### src/rtl/adder_pkg.sv
// Shared types and helpers for the chunked pipelined adder.
// ADDER_CFG_CHECK stops elaboration on an illegal WIDTH/CHUNK pair.
package adder_pkg;

   localparam int unsigned MAX_W = 64;

   // One in-flight beat: the carry into the next slice, the sum bits produced so far
   // and the operand bits still waiting for their slice (right-aligned).
   typedef struct packed {
      logic             valid;
      logic             carry;
      logic [MAX_W-1:0] psum;
      logic [MAX_W-1:0] rem_a;
      logic [MAX_W-1:0] rem_b;
   } stage_t;

   // Adds the low w bits of a and b plus cin; bits [w:0] of the result are {cout, sum}.
   function automatic logic [MAX_W:0] chunk_add(input logic [MAX_W-1:0] a,
                                                input logic [MAX_W-1:0] b,
                                                input logic             cin,
                                                input int unsigned      w);
      logic [MAX_W-1:0] m;
      m = (w >= MAX_W) ? '1 : ((MAX_W'(1) << w) - MAX_W'(1));
      return {1'b0, a & m} + {1'b0, b & m} + (MAX_W+1)'(cin);
   endfunction

   function automatic bit cfg_ok(input int unsigned w, input int unsigned c);
      return (c >= 1) && (c <= w) && (w <= MAX_W) && ((w % c) == 0);
   endfunction

endpackage

`define ADDER_CFG_CHECK(W, C) \
   localparam bit CfgOk = adder_pkg::cfg_ok(W, C); \
   if (!CfgOk) begin : g_cfg_err \
      $fatal(1, "pipelined_adder: WIDTH must be a multiple of CHUNK, 1 <= CHUNK <= WIDTH <= 64"); \
   end

### src/rtl/adder_stage.sv
// One registered CHUNK-bit slice of the pipelined adder; holds when adv_i is low.
module adder_stage
   import adder_pkg::*;
#(
   parameter int unsigned CHUNK = 2,
   parameter int unsigned K     = 0
) (
   input  logic   clk,
   input  logic   rst,
   input  logic   adv_i,
   input  stage_t prev_i,
   output stage_t q_o
);

   stage_t         stage_d, stage_q;
   logic [MAX_W:0] r;

   always_comb begin
      r             = chunk_add(prev_i.rem_a, prev_i.rem_b, prev_i.carry, CHUNK);
      stage_d       = prev_i;
      stage_d.carry = r[CHUNK];
      stage_d.psum  = prev_i.psum | (MAX_W'(r[CHUNK-1:0]) << (K*CHUNK));
      // Consumed operand bits drop off so the next slice always reads bits [CHUNK-1:0].
      stage_d.rem_a = prev_i.rem_a >> CHUNK;
      stage_d.rem_b = prev_i.rem_b >> CHUNK;
   end

   always_ff @(posedge clk) begin
      if (rst)        stage_q <= '0;
      else if (adv_i) stage_q <= stage_d;
   end

   assign q_o = stage_q;

endmodule

### src/rtl/pipelined_adder.sv
// WIDTH-bit adder split into WIDTH/CHUNK registered slices with valid/ready on both sides.
// Define PIPELINED_ADDER_OVF_EN to add the signed-overflow output ovf.
module pipelined_adder
   import adder_pkg::*;
#(
   parameter int unsigned WIDTH = 8,
   parameter int unsigned CHUNK = 2
) (
   input  logic             clk,
   input  logic             rst,
   input  logic             in_valid,
   output logic             in_ready,
   input  logic [WIDTH-1:0] a,
   input  logic [WIDTH-1:0] b,
   input  logic             cin,
   output logic             out_valid,
   input  logic             out_ready,
   output logic [WIDTH-1:0] sum,
`ifdef PIPELINED_ADDER_OVF_EN
   output logic             ovf,
`endif
   output logic             cout
);

   localparam int unsigned STAGES = WIDTH / CHUNK;

   `ADDER_CFG_CHECK(WIDTH, CHUNK)

   logic   adv;
   stage_t head;
   stage_t stage_out [STAGES];

   // The whole pipe moves as one; a bubble in the last stage never blocks it.
   assign adv      = out_ready | ~out_valid;
   assign in_ready = adv;

   always_comb begin
      head       = '0;
      head.valid = in_valid;
      head.carry = cin;
      head.rem_a = MAX_W'(a);
      head.rem_b = MAX_W'(b);
   end

   for (genvar k = 0; k < STAGES; k++) begin : g_stage
      if (k == 0) begin : g_first
         adder_stage #(.CHUNK(CHUNK), .K(k)) u_stage (
            .clk(clk), .rst(rst), .adv_i(adv), .prev_i(head), .q_o(stage_out[k]));
      end else begin : g_next
         adder_stage #(.CHUNK(CHUNK), .K(k)) u_stage (
            .clk(clk), .rst(rst), .adv_i(adv), .prev_i(stage_out[k-1]), .q_o(stage_out[k]));
      end
   end

   assign out_valid = stage_out[STAGES-1].valid;
   assign sum       = stage_out[STAGES-1].psum[WIDTH-1:0];
   assign cout      = stage_out[STAGES-1].carry;

`ifdef PIPELINED_ADDER_OVF_EN
   // Carry into the MSB is sum_msb ^ a_msb ^ b_msb, so only a_msb ^ b_msb needs keeping.
   stage_t last_in;
   logic   axb_d, axb_q;

   if (STAGES == 1) begin : g_last_head
      assign last_in = head;
   end else begin : g_last_pipe
      assign last_in = stage_out[STAGES-2];
   end

   assign axb_d = last_in.rem_a[CHUNK-1] ^ last_in.rem_b[CHUNK-1];

   always_ff @(posedge clk) begin
      if (rst)      axb_q <= 1'b0;
      else if (adv) axb_q <= axb_d;
   end

   assign ovf = axb_q ^ sum[WIDTH-1] ^ cout;
`endif

endmodule

### config.mk
export PLATFORM = sky130hd
export DESIGN_NAME = pipelined_adder
export DESIGN_NICKNAME = d
export VERILOG_FILES = /design/src/rtl/adder_pkg.sv /design/src/rtl/adder_stage.sv /design/src/rtl/pipelined_adder.sv
export SDC_FILE = /design/constraint.sdc
export NUM_CORES = 1
export LEC_CHECK = 0
export BUFFER_PORTS_ARGS = -buffer_cell sky130_fd_sc_hd__buf_2
export CAP_MARGIN = 20
export CORE_MARGIN = 2
export CORE_UTILIZATION = 55
export CTS_CLUSTER_DIAMETER = 150
export DETAILED_ROUTE_END_ITERATION = 12
export PLACE_DENSITY = 0.86
export SYNTH_ARGS = -nofsm -noshare
export SYNTH_HDL_FRONTEND = slang
export SYNTH_SLANG_ARGS = --single-unit
### constraint.sdc
create_clock -name clk -period 1.8 [get_ports clk]
set_input_delay 0.18 -clock clk [delete_from_list [all_inputs] [get_ports clk]]
set_output_delay 0.18 -clock clk [all_outputs]
set_load 0.02 [all_outputs]
* Yosys cells after proc, flatten, opt, wreduce, memory -nomap -nowiden
Cells that the tools add are included.
** Operators by class
- Reduce and logical (&&, ||, !) cells :: 0
- $lt $le $gt $ge :: 0
- $mul :: 0
- Mux-type cells :: 0
- Div/mod/pow operators :: 0
- Bitwise logic cells :: 5
- Equality and inequality tests :: 0
- Add/subtract/negate cells :: 8
- Shift operators :: 0
** Operators with widths (count)
- adder 2 x 2 -> 3 bit :: 4
- adder 3 x 1 -> 3 bit :: 4
- OR 8 bit :: 1
- OR 4 x 6 -> 6 bit :: 1
- OR 2 x 4 -> 4 bit :: 1
- NOT 1 bit :: 1
- OR 1 bit :: 1
** Word-level totals
- Memories kept :: 0
- Memory bits (writable) :: 0
- Flip-flop bits (word level) :: 54
- Input port bits :: 21
- Bits in latches :: 0
- Memory bits (read-only) :: 0

* Logic depth before layout (Yosys ltp)
Gate-level depths: netlist (run 1).
- Word-level depth :: 3
- Depth in mapped cells :: 5
- Gate-level depth less buffers :: 4

* By module
From an unflattened synthesis (run 1), not the netlist that was laid out.
** Second synthesis, totals
- Cells, all modules :: 2510
- Area total of the unflattened synthesis :: 27736.6 µm²
** By module, submodules not included
- adder_stage :: cells an instance 627, seq. area each 3803.6 µm², instances 4, area an instance 6931.6 µm²
- pipelined_adder :: cells an instance 2, seq. area each 0.0 µm², instances 1, area an instance 10.0 µm²

* Worst setup path before layout (run 1)
No wires, ideal clock.
- Path type :: reg2reg
- From :: register g_stage[1].g_next.u_stage.stage_q, in the netlist g_stage[1].g_next.u_stage.q_o[0]
- To :: register g_stage[2].g_next.u_stage.stage_q, in the netlist g_stage[2].g_next.u_stage.q_o[133]
- Path buffers :: 0
- Path slack :: 0.337 ns
- Period minus slack after synthesis :: 1.463 ns
- Arrival time :: 1.378 ns
- Stages on the path, launching flop included :: 5
- Data required time :: 1.714 ns
- Cells stage by stage :: dfxtp_1 -> inv_1 -> fa_1 -> fa_1 -> a211oi_1
** On the way
- Cells in the longest elaborated chain, start to end :: 3
** RTL lines
- start, declared :: RTL line adder_stage.sv:15 : stage_t stage_d, stage_q;
- start signal, assigned :: RTL line adder_stage.sv:30 : else if (adv_i) stage_q <= stage_d;
- adder 2 x 2 -> 3 bit :: RTL line adder_pkg.sv:24 : return {1'b0, a & m} + {1'b0, b & m} + (MAX_W+1)'(cin);
- adder 3 x 1 -> 3 bit :: RTL line adder_pkg.sv:24
- OR 4 x 6 -> 6 bit :: RTL line adder_stage.sv:22 : stage_d.psum = prev_i.psum | (MAX_W'(r[CHUNK-1:0]) << (K*CHUNK));
- end signal, assigned :: RTL line adder_stage.sv:30
- end, declared :: RTL line adder_stage.sv:15
Every way passes these cells.
A chain may end at the register's enable or synchronous reset.

* Worst setup path in the final report (run 1)
- From :: register g_stage[2].g_next.u_stage.stage_q, in the netlist g_stage[2].g_next.u_stage.q_o[0]
- To :: register g_stage[3].g_next.u_stage.stage_q, in the netlist g_stage[3].g_next.u_stage.q_o[135]
** On the way
- Cells in the longest elaborated chain, start to end :: 3
** RTL lines (RTL line)
- adder 2 x 2 -> 3 bit :: adder_pkg.sv:24
- adder 3 x 1 -> 3 bit :: adder_pkg.sv:24
- OR 8 bit :: adder_stage.sv:22
- end signal, assigned :: adder_stage.sv:30
- end, declared :: adder_stage.sv:15
Every way passes these cells.

==> impl_summary.txt, run 1 <==
----------------------------------------------------
[STA]
  Slew margin rel. ... 0.801
  Worst slack on hold paths ... between 0.1 and 0.15 ns
  Number of hold violations in the final report ... 0
  Worst-Margin Slew ... 0.298 ns
  Setup repair after global routing missed its margin ... false
  Setup total negative slack ... 0 ns
  FMAX ... 644 MHz
  Time the worst path needs with I/O delays and setup ... about 1.6 ns
  Max Clock Skew ... approximately 0.0027 ns
  Number of slew-limit violations in the final report ... 0
  Portion of the clock cycle consumed by the worst path in the final layout ... 0.862
  Final Setup Violations ... 0

[Min path]
  Min-Delay Path Depth ... 3
  Class of the most critical hold timing path ... input pin to flip-flop
  Hold path startpoint ... a[2]

[Run status]
  Outcome ... finished, final reports clean

[Final layout]
  Net count reported at finish ... 277
  Diode count ... 0
  Final Instance Area ... roughly 2600 sq um
  Layout area overhead ... 11.8%
  Share of post-route cells with drive strength above 1 ... 0.194
  FILL cells ... 344

[Worst setup path]
  Critical Path End Type ... flip-flop
  Kind of start point of the critical path ... flip-flop
  Worst path arrival time ... approximately 1.8 ns
  R2r worst-path depth ... 4
  Path type of the worst setup path ... flip-flop to flip-flop
  Largest fanout on the critical path ... 2
  Worst reg2reg path startpoint ... g_stage[2].g_next.u_stage.q_o[0]
  CP startpoint ... g_stage[2].g_next.u_stage.q_o[0]
  Required time of the critical path ... roughly 2.0 ns

[Clock network]
  Post_cts resized ... 0
  Max Root-Sink Buffers ... 2
  Clk root buf ... clkbuf_8
  CTS tree ... done
  # H-tree levels ... 2
  Worst-path clk slew ... 0.08 ns
  Quantity of hold-fixing buffers added after cts ... 0
  Count of buffers added by post-CTS timing repair for setup ... 0
  Number of clock buffers inserted by TritonCTS ... 5
  Worst-Skew Late Latency ... about 0.30 ns
  Count of clock tree sinks ... 52

[Synth]
  Number of register bits inferred by synthesis ... 52
  Distinct cell type count of the synthesized netlist ... 17
  Post-synthesis sequential area ratio ... 0.445
  Number of nets in the synthesized netlist ... 252
  Area of the mapped netlist ... roughly 2300 sq um
  Yosys Warn Count ... 0
  Post-synthesis cell count ... roughly 220
  Synth Area per Inst ... around 10 sq um

[GRT]
  Total grt overflow ... 0
  Antenna violations before repair ... 0
  Wire length of the first global-routing pass ... 6980 um
  Pin count of the biggest net entering global routing ... ~70
  Number of global-route vias before repair ... between 1500 and 2000
  Global routing usage summed across all routing layers ... 0.179

[Placed design]
  Placer's final routability congestion estimate ... between 0.6 and 0.7
  Total of buffers placed on input and output ports ... 31
  HPWL after detailed placement ... ~2500 um
  Placement-stage cell area ... roughly 2500 sq um

[Detailed routing]
  Drt pass-1 iters ... 4
  Remaining routing DRC violations ... 0
  Routed Antenna Nets ... 0
  Post-detailed-route wirelength per cell ... between 10 and 15 um
  Vias per Instance ... roughly 5.3
  Routed wire length ... 3830 um
  Initial DRC count ... a little over 100
  Via Count ... 1577

[Power]
  Highest ir drop seen on vdd ... around 0.55 mV
  Clock power frac ... 0.323
  Power share of the sequential group ... 0.576
  Internal power summed over all cells ... 1.66 mW
  Lkg Pwr ... around 1 nW
  Overall power ... approximately 2.1 mW
  Power density over the cells ... about 820 nW/um^2
  Switching part of the total ... 0.226
  Comb power frac ... 0.101
  Power dissipated by switching net loads ... roughly 0.49 mW

[Die]
  Starting density of the core ... 0.577
  Die area ... between 4000 and 5000 sq um
  X dimension of the die ... around 69 um
  Standard-cell rows ... 23
  Core Area ... approximately 4100 sq um
  Top-level port count ... 32
  Die Y-Extent ... 69.2 um

[Job]
  Number of max-cap violations ... 0

----------------------------------------------------
==> synthesized netlist by cell type <==
cell type  count  area share
buf_4          1      0.0032
buf_6          2      0.0096
buf_2          5       0.011
a211oi_2       3       0.016
clkbuf_1      10       0.016
dfxtp_1       52        0.44
a21oi_1        1      0.0021
nor2b_2        1      0.0037
nand4bb_1     19       0.091
inv_4          1      0.0027
o21ai_1       19       0.041
fa_1           8       0.068
a211oi_1       9       0.029
nand2b_1      39        0.10
mux2i_1       20       0.086
nor3b_1       12       0.038
inv_1         21       0.034
==> cells by family after synthesis <==
group / share of synthesized area
buffers and inverters: 0.0759
AND/OR/NAND/NOR: 0.238
adder cells (fa/ha/maj): 0.0684
multiplexers: 0.0855
AO/OA/AOI/OAI: 0.0877
flip-flops: 0.445
==> flip-flops by register name (all words and copies together) (netlist names) <==
signal	flops
g_stage.g_first.u_stage.q_o	16
g_stage.g_next.u_stage.q_o	36
==> layout make-up <==
cell class / instances / area, sq um / share of cell area
clock buffers: 7 / 96.3 / 0.0368
flip-flops and latches: 52 / 1040 / 0.398
inverters: 22 / 85.1 / 0.0325
repair buffers: 36 / 205 / 0.0784
well taps: 50 / 62.6 / 0.0239
multi-input cells: 131 / 1130 / 0.431
==> metrics by stage <==
step	setup slack, ns	utilization	std cells
floorplan	0.337	-	223
global placement	0.318	0.621	291
detailed placement	0.260	0.621	291
CTS	0.237	0.645	298
global route	0.153	0.645	298
finish	0.248	0.645	298
==> per-layer routing <==
metal,routed length [um],vias to the layer above,track usage
met4,69,0,0.0719
met3,150,9,0.0538
met2,1810,28,0.295
met5,0,-,0
li1,-,804,-
met1,1800,736,0.221
==> path summary, 6_finish.rpt <==
kind                                                           end  slack (ns)
worst max-delay path            g_stage[3].g_next.u_stage.q_o[135]        0.25
worst min-delay path            g_stage[0].g_first.u_stage.q_o[64]        0.12
worst max register to register  g_stage[3].g_next.u_stage.q_o[135]        0.25
worst min register to register  g_stage[3].g_next.u_stage.q_o[193]        0.45
==> power groups by stage <==
stage	Sequential [mW]	Clock (mW)	Combinational [mW]
6_report	1.24	0.694	0.218
5_1_grt	1.25	0.774	0.246
4_1_cts	1.24	0.720	0.221
3_5_place_dp	1.27	0	0.220
3_3_place_gp	1.26	0	0.212
2_1_floorplan	1.27	0	0.148
==> placed cells by master (no fill, tap or decap) <==
cell type / netlist / layout
mux2i_1: 20 / 20
nand4bb_1: 19 / 19
nand2b_1: 39 / 39
fa_1: 8 / 8
buf_12: 0 / 1
dfxtp_1: 52 / 52
nor3b_1: 12 / 12
inv_1: 21 / 21
buf_2: 5 / 31
buf_4: 1 / 4
a211oi_1: 9 / 9
a21oi_1: 1 / 1
clkbuf_8: 0 / 7
a211oi_2: 3 / 3
o21ai_1: 19 / 19
nor2b_4: 0 / 1
inv_4: 1 / 1
==> critical path, cell delays in order, from the launching register on <==
cell,delay (ns)
dfxtp_1,0.33
inv_1,0.06
fa_1,0.43
fa_1,0.44
a211oi_1,0.20
No activity file was read; power rests on OpenSTA's default activity.
==> run 2: changes to the inputs <==
CORE_UTILIZATION = 30   (was 55)
PLACE_DENSITY = 0.56   (was 0.86)
clock period = 1.9 ns   (was 1.8 ns; I/O delays follow)
==> impl_summary.txt, run 2 (synthesis gave the netlist of run 1 again) <==
----------------------------------------------------
[Final layout]
  Layout area overhead ... 15.9%
  Most common cell after layout, fill and taps aside ... dfxtp_1
  Net count reported at finish ... around 280
  Most frequent cells in the layout ... 52 x dfxtp_1, 39 x nand2b_1, 31 x buf_2
  Share of post-route cells with drive strength above 1 ... 0.197
  Diode count ... 0
  Final core utilization ... 0.355
  FILL cells ... slightly below 800
  Max reg flops ... 36

[Placed design]
  Placer's final routability congestion estimate ... around 0.64
  Total of buffers placed on input and output ports ... 31
  HPWL after detailed placement ... about 2700 um
  DP Worst Slack ... 0.355 ns

[STA]
  Worst-Margin Slew ... a little under 0.5 ns
  Number of slew-limit violations in the final report ... 0
  Worst slack on hold paths ... approximately 0.13 ns
  Max Clock Skew ... 0.00429 ns
  Portion of the clock cycle consumed by the worst path in the final layout ... 0.823
  Final Setup Violations ... 0
  FMAX ... roughly 640 MHz
  Setup repair after global routing missed its margin ... false
  Slew margin rel. ... 0.678
  Setup total negative slack ... 0 ns
  Time the worst path needs with I/O delays and setup ... around 1.6 ns
  Number of hold violations in the final report ... 0
  Smallest setup slack after layout ... approximately 0.34 ns

[Die]
  Top-level port count ... 32
  Core Area ... between 7000 and 8000 sq um
  Standard-cell rows ... 32
  Die Y-Extent ... just over 90 um
  X dimension of the die ... about 92 um
  Starting density of the core ... 0.306
  Die area ... 8530 sq um

[Detailed routing]
  Vias per Instance ... roughly 4.4
  Drt pass-1 iters ... 4
  Routed Antenna Nets ... 0
  Routed wire length ... 4160 um
  Initial DRC count ... 63
  Via Count ... between 1500 and 2000
  Post-detailed-route wirelength per cell ... between 10 and 15 um
  Remaining routing DRC violations ... 0

[Worst setup path]
  Path type of the worst setup path ... flip-flop to flip-flop
  CP endpoint ... g_stage[2].g_next.u_stage.q_o[133]
  CP startpoint ... g_stage[1].g_next.u_stage.q_o[0]
  Critical path's most frequent cell ... fa_1
  R2r worst-path depth ... 4
  Worst reg2reg path startpoint ... g_stage[1].g_next.u_stage.q_o[0]
  Critical Path End Type ... flip-flop
  Crit-path cells ... inv_1 -> fa_1 -> fa_1 -> a211oi_1
  Required time of the critical path ... around 2.1 ns
  Largest fanout on the critical path ... 2
  Critical R2R Capture ... g_stage[2].g_next.u_stage.q_o[133]
  Crit-path max cell delay ... roughly 0.45 ns
  Worst reg-to-reg setup slack ... about 0.34 ns
  Kind of start point of the critical path ... flip-flop
  Slowest stage cell on the critical path ... fa_1
  Worst path arrival time ... around 1.8 ns

[GRT]
  Antenna violations before repair ... 0
  Wire length of the first global-routing pass ... 7430 um
  Total grt overflow ... 0
  Pin count of the biggest net entering global routing ... 35
  Number of global-route vias before repair ... 1595
  Global routing usage summed across all routing layers ... 0.108

[Clock network]
  Count of buffers added by post-CTS timing repair for setup ... 0
  Max Root-Sink Buffers ... 2
  # H-tree levels ... 2
  Post_cts resized ... 0
  Worst-path clk slew ... about 0.090 ns
  Count of clock tree sinks ... 52
  Quantity of hold-fixing buffers added after cts ... 0
  Clk root buf ... clkbuf_8
  Number of clock buffers inserted by TritonCTS ... 5
  CTS tree ... done
  Worst-Skew Late Latency ... 0.30 ns

[Job]
  Number of max-cap violations ... 0

[Min path]
  Class of the most critical hold timing path ... input pin to flip-flop

[Run status]
  Outcome ... finished, final reports clean

[Power]
  Overall power ... 2.19 mW
  Power density over the cells ... between 800 and 900 nW/um^2
  Lkg Pwr ... 1.01 nW
  Highest ir drop seen on vdd ... 0.459 mV

----------------------------------------------------
-- run 2: per-layer routing --
layer  track usage  up-vias  share of wire
met2         0.178       22           0.46
met1         0.138      718           0.50
met4        0.0336        0          0.013
li1              -      805              -
met5             0        -              0
met3        0.0301        6          0.033
-- run 2: worst min-delay path by stage --
stage / start / to / cells after the start
after floorplan: b[2] / g_stage[0].g_first.u_stage.q_o[0] / 2
after global placement: g_stage[2].g_next.u_stage.q_o[193] / g_stage[3].g_next.u_stage.q_o[193] / 2
after detailed placement: g_stage[2].g_next.u_stage.q_o[193] / g_stage[3].g_next.u_stage.q_o[193] / 2
after CTS: b[5] / g_stage[0].g_first.u_stage.q_o[3] / 3
after global routing: b[6] / g_stage[0].g_first.u_stage.q_o[4] / 3
final: b[5] / g_stage[0].g_first.u_stage.q_o[3] / 3
-- run 2: power by group --
group          internal, mW  total, mW  switching, mW
logic                 0.102      0.208          0.105
clock network         0.465      0.815          0.350
registers              1.15       1.17         0.0226
-- run 2: through the flow --
step | instances | cell area [sq um]
after detailed placement | 343 | 2590
after global placement | 343 | 2590
after floorplan | 223 | 2340
after global routing | 351 | 2710
final | 351 | 2710
after CTS | 351 | 2710
-- run 2: layout make-up --
type / instances / area, sq um / share of cell area
timing repair buffer: 36 / 205 / 0.0756
sequential: 52 / 1040 / 0.384
inverter: 22 / 85.1 / 0.0314
clock inverter: 1 / 30.0 / 0.0111
multi-input combinational: 131 / 1130 / 0.416
tap: 102 / 128 / 0.0470
clock buffer: 7 / 96.3 / 0.0355
-- run 2: worst max-delay path, delay by kind of cell (launching register included) --
kind | cells | cell delay, ns
AOI/OAI and AO/OA | 1 | 0.21
adders and majority gates | 2 | 0.88
DFF | 1 | 0.34
buffers and inverters | 1 | 0.06
